[src/rtl/mem_arb_pkg.sv]
// Shared encodings for the unified-memory arbiter: FSM states, grant codes and byte-enable constants.
// Pure declarations; no logic and no latency.
// Backpressure is not applicable here; consumers own all handshaking.
package mem_arb_pkg;

    typedef enum logic [1:0] {
        ST_IDLE  = 2'd0,
        ST_ISSUE = 2'd1,
        ST_WAIT  = 2'd2,
        ST_DONE  = 2'd3
    } state_e;

    typedef enum logic [1:0] {
        GNT_NONE = 2'd0,
        GNT_I    = 2'd1,
        GNT_D    = 2'd2,
        GNT_G    = 2'd3
    } grant_e;

    localparam logic [3:0] BE_FULL = 4'hF;
    localparam logic [3:0] BE_NONE = 4'h0;

endpackage

[src/rtl/mem_arbiter_arb_priority.sv]
// Combinational priority picker: debug > data > fetch, with fetch promoted above data when starved.
// Zero latency.
// Backpressure is not applicable; the caller decides when the pick is consumed.
module arb_priority
    import mem_arb_pkg::*;
(
    input  logic   i_req_i,
    input  logic   d_req_i,
    input  logic   g_req_i,
    input  logic   starve_i,
    output grant_e grant_o
);

    always_comb begin
        grant_o = GNT_NONE;
        if (g_req_i) begin
            grant_o = GNT_G;
        end else if (i_req_i && starve_i) begin
            grant_o = GNT_I;
        end else if (d_req_i) begin
            grant_o = GNT_D;
        end else if (i_req_i) begin
            grant_o = GNT_I;
        end
    end

endmodule

[src/rtl/mem_arbiter.sv]
// Shares one single-port synchronous RAM among fetch, data and debug requesters.
// Latency: req seen in IDLE at T gives ack at T+MEM_LATENCY+2; next grant no earlier than T+MEM_LATENCY+3.
// Backpressure: requesters hold req until their one-cycle ack; stall_o freezes the pipeline meanwhile.
module mem_arbiter
    import mem_arb_pkg::*;
#(
    parameter int unsigned ADDR_W       = 12,
    parameter int unsigned MEM_LATENCY  = 1,
    parameter int unsigned STARVE_LIMIT = 4
) (
    input  logic              clk,
    input  logic              reset_n,

    input  logic              i_req_i,
    input  logic [31:0]       i_addr_i,
    output logic              i_ack_o,
    output logic [31:0]       i_rdata_o,

    input  logic              d_req_i,
    input  logic              d_we_i,
    input  logic [3:0]        d_be_i,
    input  logic [31:0]       d_addr_i,
    input  logic [31:0]       d_wdata_i,
    output logic              d_ack_o,
    output logic [31:0]       d_rdata_o,

    input  logic              g_req_i,
    input  logic              g_we_i,
    input  logic [31:0]       g_addr_i,
    input  logic [31:0]       g_wdata_i,
    output logic              g_ack_o,
    output logic [31:0]       g_rdata_o,

    output logic              mem_en_o,
    output logic              mem_we_o,
    output logic [3:0]        mem_be_o,
    output logic [ADDR_W-1:0] mem_addr_o,
    output logic [31:0]       mem_wdata_o,
    input  logic [31:0]       mem_rdata_i,

    output logic              stall_o,
    output logic              busy_o
);

    localparam logic [2:0] WAIT_INIT  = 3'(MEM_LATENCY - 1);
    localparam logic [3:0] STARVE_MAX = 4'(STARVE_LIMIT);

    state_e             state_q,      state_d;
    grant_e             grant_q,      grant_d;
    logic [ADDR_W-1:0]  addr_q,       addr_d;
    logic               we_q,         we_d;
    logic [3:0]         be_q,         be_d;
    logic [31:0]        wdata_q,      wdata_d;
    logic [2:0]         wait_cnt_q,   wait_cnt_d;
    logic [3:0]         starve_cnt_q, starve_cnt_d;
    logic [31:0]        i_rdata_q,    i_rdata_d;
    logic [31:0]        d_rdata_q,    d_rdata_d;
    logic [31:0]        g_rdata_q,    g_rdata_d;

    grant_e             pick;
    logic               starved;

    // Byte-offset bits and bits above the RAM's reach never reach the memory.
    logic unused_addr_bits;
    assign unused_addr_bits = ^{i_addr_i[1:0], d_addr_i[1:0], g_addr_i[1:0],
                                i_addr_i[31:ADDR_W+2], d_addr_i[31:ADDR_W+2],
                                g_addr_i[31:ADDR_W+2]};

    assign starved = (starve_cnt_q == STARVE_MAX);

    arb_priority u_arb_priority (
        .i_req_i  (i_req_i),
        .d_req_i  (d_req_i),
        .g_req_i  (g_req_i),
        .starve_i (starved),
        .grant_o  (pick)
    );

    always_comb begin
        state_d      = state_q;
        grant_d      = grant_q;
        addr_d       = addr_q;
        we_d         = we_q;
        be_d         = be_q;
        wdata_d      = wdata_q;
        wait_cnt_d   = wait_cnt_q;
        starve_cnt_d = starve_cnt_q;
        i_rdata_d    = i_rdata_q;
        d_rdata_d    = d_rdata_q;
        g_rdata_d    = g_rdata_q;

        case (state_q)
            ST_IDLE: begin
                if (!i_req_i) begin
                    starve_cnt_d = 4'd0;
                end
                if (pick != GNT_NONE) begin
                    grant_d = pick;
                    state_d = ST_ISSUE;
                end
                case (pick)
                    GNT_I: begin
                        addr_d       = i_addr_i[ADDR_W+1:2];
                        we_d         = 1'b0;
                        be_d         = BE_NONE;
                        wdata_d      = 32'd0;
                        starve_cnt_d = 4'd0;
                    end
                    GNT_D: begin
                        addr_d  = d_addr_i[ADDR_W+1:2];
                        we_d    = d_we_i;
                        be_d    = d_we_i ? d_be_i : BE_NONE;
                        wdata_d = d_wdata_i;
                        // Count data wins only while fetch is actually waiting.
                        if (i_req_i && (starve_cnt_q != STARVE_MAX)) begin
                            starve_cnt_d = starve_cnt_q + 4'd1;
                        end
                    end
                    GNT_G: begin
                        addr_d  = g_addr_i[ADDR_W+1:2];
                        we_d    = g_we_i;
                        be_d    = g_we_i ? BE_FULL : BE_NONE;
                        wdata_d = g_wdata_i;
                    end
                    default: ;
                endcase
            end

            ST_ISSUE: begin
                wait_cnt_d = WAIT_INIT;
                state_d    = ST_WAIT;
            end

            ST_WAIT: begin
                if (wait_cnt_q == 3'd0) begin
                    state_d = ST_DONE;
                    if (!we_q) begin
                        case (grant_q)
                            GNT_I:   i_rdata_d = mem_rdata_i;
                            GNT_D:   d_rdata_d = mem_rdata_i;
                            GNT_G:   g_rdata_d = mem_rdata_i;
                            default: ;
                        endcase
                    end
                end else begin
                    wait_cnt_d = wait_cnt_q - 3'd1;
                end
            end

            ST_DONE: begin
                state_d = ST_IDLE;
            end

            default: begin
                state_d = ST_IDLE;
            end
        endcase
    end

    always_ff @(posedge clk) begin
        if (!reset_n) begin
            state_q      <= ST_IDLE;
            grant_q      <= GNT_NONE;
            addr_q       <= '0;
            we_q         <= 1'b0;
            be_q         <= BE_NONE;
            wdata_q      <= 32'd0;
            wait_cnt_q   <= 3'd0;
            starve_cnt_q <= 4'd0;
            i_rdata_q    <= 32'd0;
            d_rdata_q    <= 32'd0;
            g_rdata_q    <= 32'd0;
        end else begin
            state_q      <= state_d;
            grant_q      <= grant_d;
            addr_q       <= addr_d;
            we_q         <= we_d;
            be_q         <= be_d;
            wdata_q      <= wdata_d;
            wait_cnt_q   <= wait_cnt_d;
            starve_cnt_q <= starve_cnt_d;
            i_rdata_q    <= i_rdata_d;
            d_rdata_q    <= d_rdata_d;
            g_rdata_q    <= g_rdata_d;
        end
    end

    assign busy_o      = (state_q != ST_IDLE);
    assign mem_en_o    = (state_q == ST_ISSUE);
    assign mem_we_o    = we_q;
    assign mem_be_o    = be_q;
    assign mem_addr_o  = addr_q;
    assign mem_wdata_o = wdata_q;

    assign i_ack_o = (state_q == ST_DONE) && (grant_q == GNT_I);
    assign d_ack_o = (state_q == ST_DONE) && (grant_q == GNT_D);
    assign g_ack_o = (state_q == ST_DONE) && (grant_q == GNT_G);

    assign i_rdata_o = i_rdata_q;
    assign d_rdata_o = d_rdata_q;
    assign g_rdata_o = g_rdata_q;

    assign stall_o = (i_req_i & ~i_ack_o)
                   | (d_req_i & ~d_ack_o)
                   | (busy_o & (grant_q == GNT_G));

endmodule

[config.mk]
export PLATFORM = sky130hd
export DESIGN_NAME = mem_arbiter
export DESIGN_NICKNAME = d
export VERILOG_FILES = /design/src/rtl/mem_arb_pkg.sv /design/src/rtl/mem_arbiter_arb_priority.sv /design/src/rtl/mem_arbiter.sv
export SDC_FILE = /design/constraint.sdc
export NUM_CORES = 1
export LEC_CHECK = 0
export ABC_CLOCK_PERIOD_IN_PS = 2300
export BUFFER_PORTS_ARGS = -buffer_cell sky130_fd_sc_hd__buf_2
export CELL_PAD_IN_SITES_DETAIL_PLACEMENT = 1
export CELL_PAD_IN_SITES_GLOBAL_PLACEMENT = 1
export CORE_MARGIN = 4
export CORE_UTILIZATION = 27
export DETAILED_ROUTE_END_ITERATION = 16
export PLACE_DENSITY_LB_ADDON = 0.1
export SLEW_MARGIN = 10
export SYNTH_ARGS = -nofsm -noshare
export SYNTH_HDL_FRONTEND = slang
export SYNTH_SLANG_ARGS = --single-unit
[constraint.sdc]
create_clock -name clk -period 2.3 [get_ports clk]
set_input_delay 0.46 -clock clk [delete_from_list [all_inputs] [get_ports clk]]
set_output_delay 0.46 -clock clk [all_outputs]
set_load 0.01 [all_outputs]
==> flow_metrics.tcl <==
set metrics [dict create \
    status "finished clean" \
    finalSetupViolCount 0 \
    synthCells 729 \
    rr_worst_depth 10 \
    r2r-end "mem_wdata_o[10]" \
    rows 54 \
    gp_congestion 0.735 \
    numCtsBuffers 17 \
    die_area_um2 24900 \
    power.total_uw 8440 \
    min_from "mem_rdata_i[17]" \
    rrSetupSlack_ns 0.13 \
    ir_drop_mv 0.435 \
    synthFlopType "dfxtp_1" \
    grt_antenna_before_repair 6 \
    p_leak_uw 0.00384 \
    grt_pass1_wl_um 34100 \
    cts_hold_buf 0 \
    wirelength_um 22400 \
    grt_pass1_vias 6288 \
    fin_setup_tns_ns 0 \
    grt_usage 0.173 \
    min_period_over_period 0.944 \
    nets 1213 \
    min_path_type "input port to flop" \
    min_period_ns 2.17 \
    p_per_area_nw_per_um2 986 \
    n_fill_cell 2682 \
    yosysUniqueCellTypes 36 \
    max_freq_ghz 0.460 \
    layout-drive-gt1-share 0.370 \
    utilization 0.390 \
    htreeDepth 4 \
    ys_seq_area_frac 0.515 \
    hpwl_um 16700 \
    num_vias 6248 \
    layout_commonest_cell "buf_2" \
    endpoint_kind "flop" \
    drt_iter0_drc 242 \
    r2r-start "starve_cnt_q[0]" \
    tightest_slew_ns 0.483 \
    synth-seq-cells 156 \
    cp-start-kind "flop" \
    cts_tree "built" \
    drv_cap 0 \
    register_area_um2 3120 \
    whs_path_depth 3 \
    multi_input_area_um2 2730 \
    min_to "i_rdata_o[17]" \
    wl_per_cell_um 17.3 \
    slew_headroom 0.678 \
    cts_root_buf "clkbuf_16" \
    finalHoldViolCount 0 \
    grt_max_degree 65 \
    drc 0 \
    die_y_um 158 \
    crit_type "flop to flop" \
    syn_avg_cell_area_um2 8.32 \
    slew_viol_final 0 \
    fin_skew_ns 0.0115 \
    clk_pin_slew_ns 0.07 \
    synth_warnings 0 \
    syn_nets 943 \
    cts_sinks 156 \
    die_w_um 158 \
    ant_nets 0 \
    critical_path.max_fanout 30 \
    final_cell_mix "292 x buf_2, 156 x dfxtp_1, 121 x nand2_1" \
    core_area_um2 22000 \
    cp-startpoint "starve_cnt_q[0]" \
    async_reset_ff_frac 0 \
    cp.required_ns 2.59 \
    crit_arrival_ns 2.46 \
    area_growth_pct 41.1 \
    post_drt_via_cell_ratio 4.83 \
    clock_path_buffers 2 \
    synthesis.area_um2 6070 \
    clkLatencyLatePin_ns 0.42 \
    firstDrtPassIters 4 \
    initial_core_util 0.276 \
    synth_edf_count 0 \
    overflow 0 \
    io_pins 354 \
    port_buffers 293 \
]
[area by class of cell]
cell class	instances	area share
inverters	11	0.00482
flip-flops and latches	156	0.365
multi-input cells	495	0.319
clock buffers	19	0.0529
well taps	280	0.0409
repair buffers	318	0.205
diodes	1	0.000292
clock inverters	13	0.0121
[routing by layer]
metal  part of all wire  routed length [um]  track usage
met4              0.011                 254       0.0377
met1               0.42                9380        0.207
met3              0.089                2000       0.0697
met5             0.0021                  48            0
met2               0.48               10700        0.293
[cell families after synthesis]
logic type / after synthesis / synth area share
flops: 156 / 0.515
fa+ha+maj: 11 / 0.0227
simple gates: 283 / 0.207
compound gates: 199 / 0.196
mux: 2 / 0.00330
buf+inv: 78 / 0.0561
[registers in the layout, summed over array words and instances (netlist names)]
signal        flops
d_rdata_o        32
g_rdata_o        32
i_rdata_o        32
mem_wdata_o      32
mem_addr_o       12
mem_be_o          4
starve_cnt_q      4
wait_cnt_q        3
grant_q           2
state_q           2
mem_we_o          1
[synth_stat cells, types with 2 or more instances]
| master | count | share of area |
|---|---|---|
| a22oi_1 | 13 | 0.016 |
| nor2_1 | 44 | 0.027 |
| inv_1 | 10 | 0.0062 |
| buf_6 | 3 | 0.0056 |
| nand4b_1 | 2 | 0.0029 |
| ha_1 | 11 | 0.023 |
| nor3_1 | 33 | 0.027 |
| and3_1 | 4 | 0.0041 |
| buf_2 | 20 | 0.016 |
| clkbuf_1 | 36 | 0.022 |
| dfxtp_1 | 156 | 0.51 |
| nand2b_1 | 5 | 0.0052 |
| buf_1 | 8 | 0.0049 |
| o21ai_0 | 5 | 0.0041 |
| nand3_1 | 66 | 0.054 |
| o21ai_1 | 82 | 0.068 |
| o21a_1 | 2 | 0.0025 |
| mux2i_1 | 2 | 0.0033 |
| a21oi_1 | 46 | 0.038 |
| a221oi_1 | 33 | 0.048 |
| a31oi_1 | 13 | 0.013 |
| nand2_1 | 121 | 0.075 |
[through the flow]
step	cell area (um2)	hold WS, ns	std cells	setup slack, ns
after floorplan	6070	0.464	729	-0.00968
after global placement	7890	0.442	1258	0.0733
after CTS	8450	0.269	1290	0.0133
final	8560	0.284	1293	0.128
after detailed placement	7890	0.446	1258	0.0227
after global routing	8560	0.272	1293	-0.0134
[timing repair]
item / 4_1_cts / 5_1_grt
buffers inserted: 0 / 2
endpoints found under the setup margin: 2 / 48
pin swaps: 0 / 2
resized for setup: 2 / 15
[power by group]
group          total (uW)  internal, uW  switching, uW
Combinational        2440           971           1470
Clock                2670          1460           1210
Sequential           3340          3100            231
Total                8440          5540           2910
[worst max-delay path, stage by stage, from the launching register on]
cell	delay [ns]
dfxtp_1	0.33
inv_1	0.05
ha_1	0.18
and3b_1	0.19
nand2b_4	0.16
a21oi_4	0.20
inv_1	0.07
ha_2	0.25
buf_12	0.18
a221oi_1	0.35
nor3_1	0.07
[how the worst max path moves through the flow]
stage	to	slack [ns]	depth (start not counted)
after global routing	mem_wdata_o[10]	-0.01	10
after floorplan	mem_wdata_o[22]	-0.01	12
final	mem_wdata_o[10]	0.13	10
after global placement	mem_be_o[2]	0.07	11
after detailed placement	mem_be_o[3]	0.02	10
after CTS	starve_cnt_q[2]	0.01	10
No activity file was read; power rests on OpenSTA's default activity.
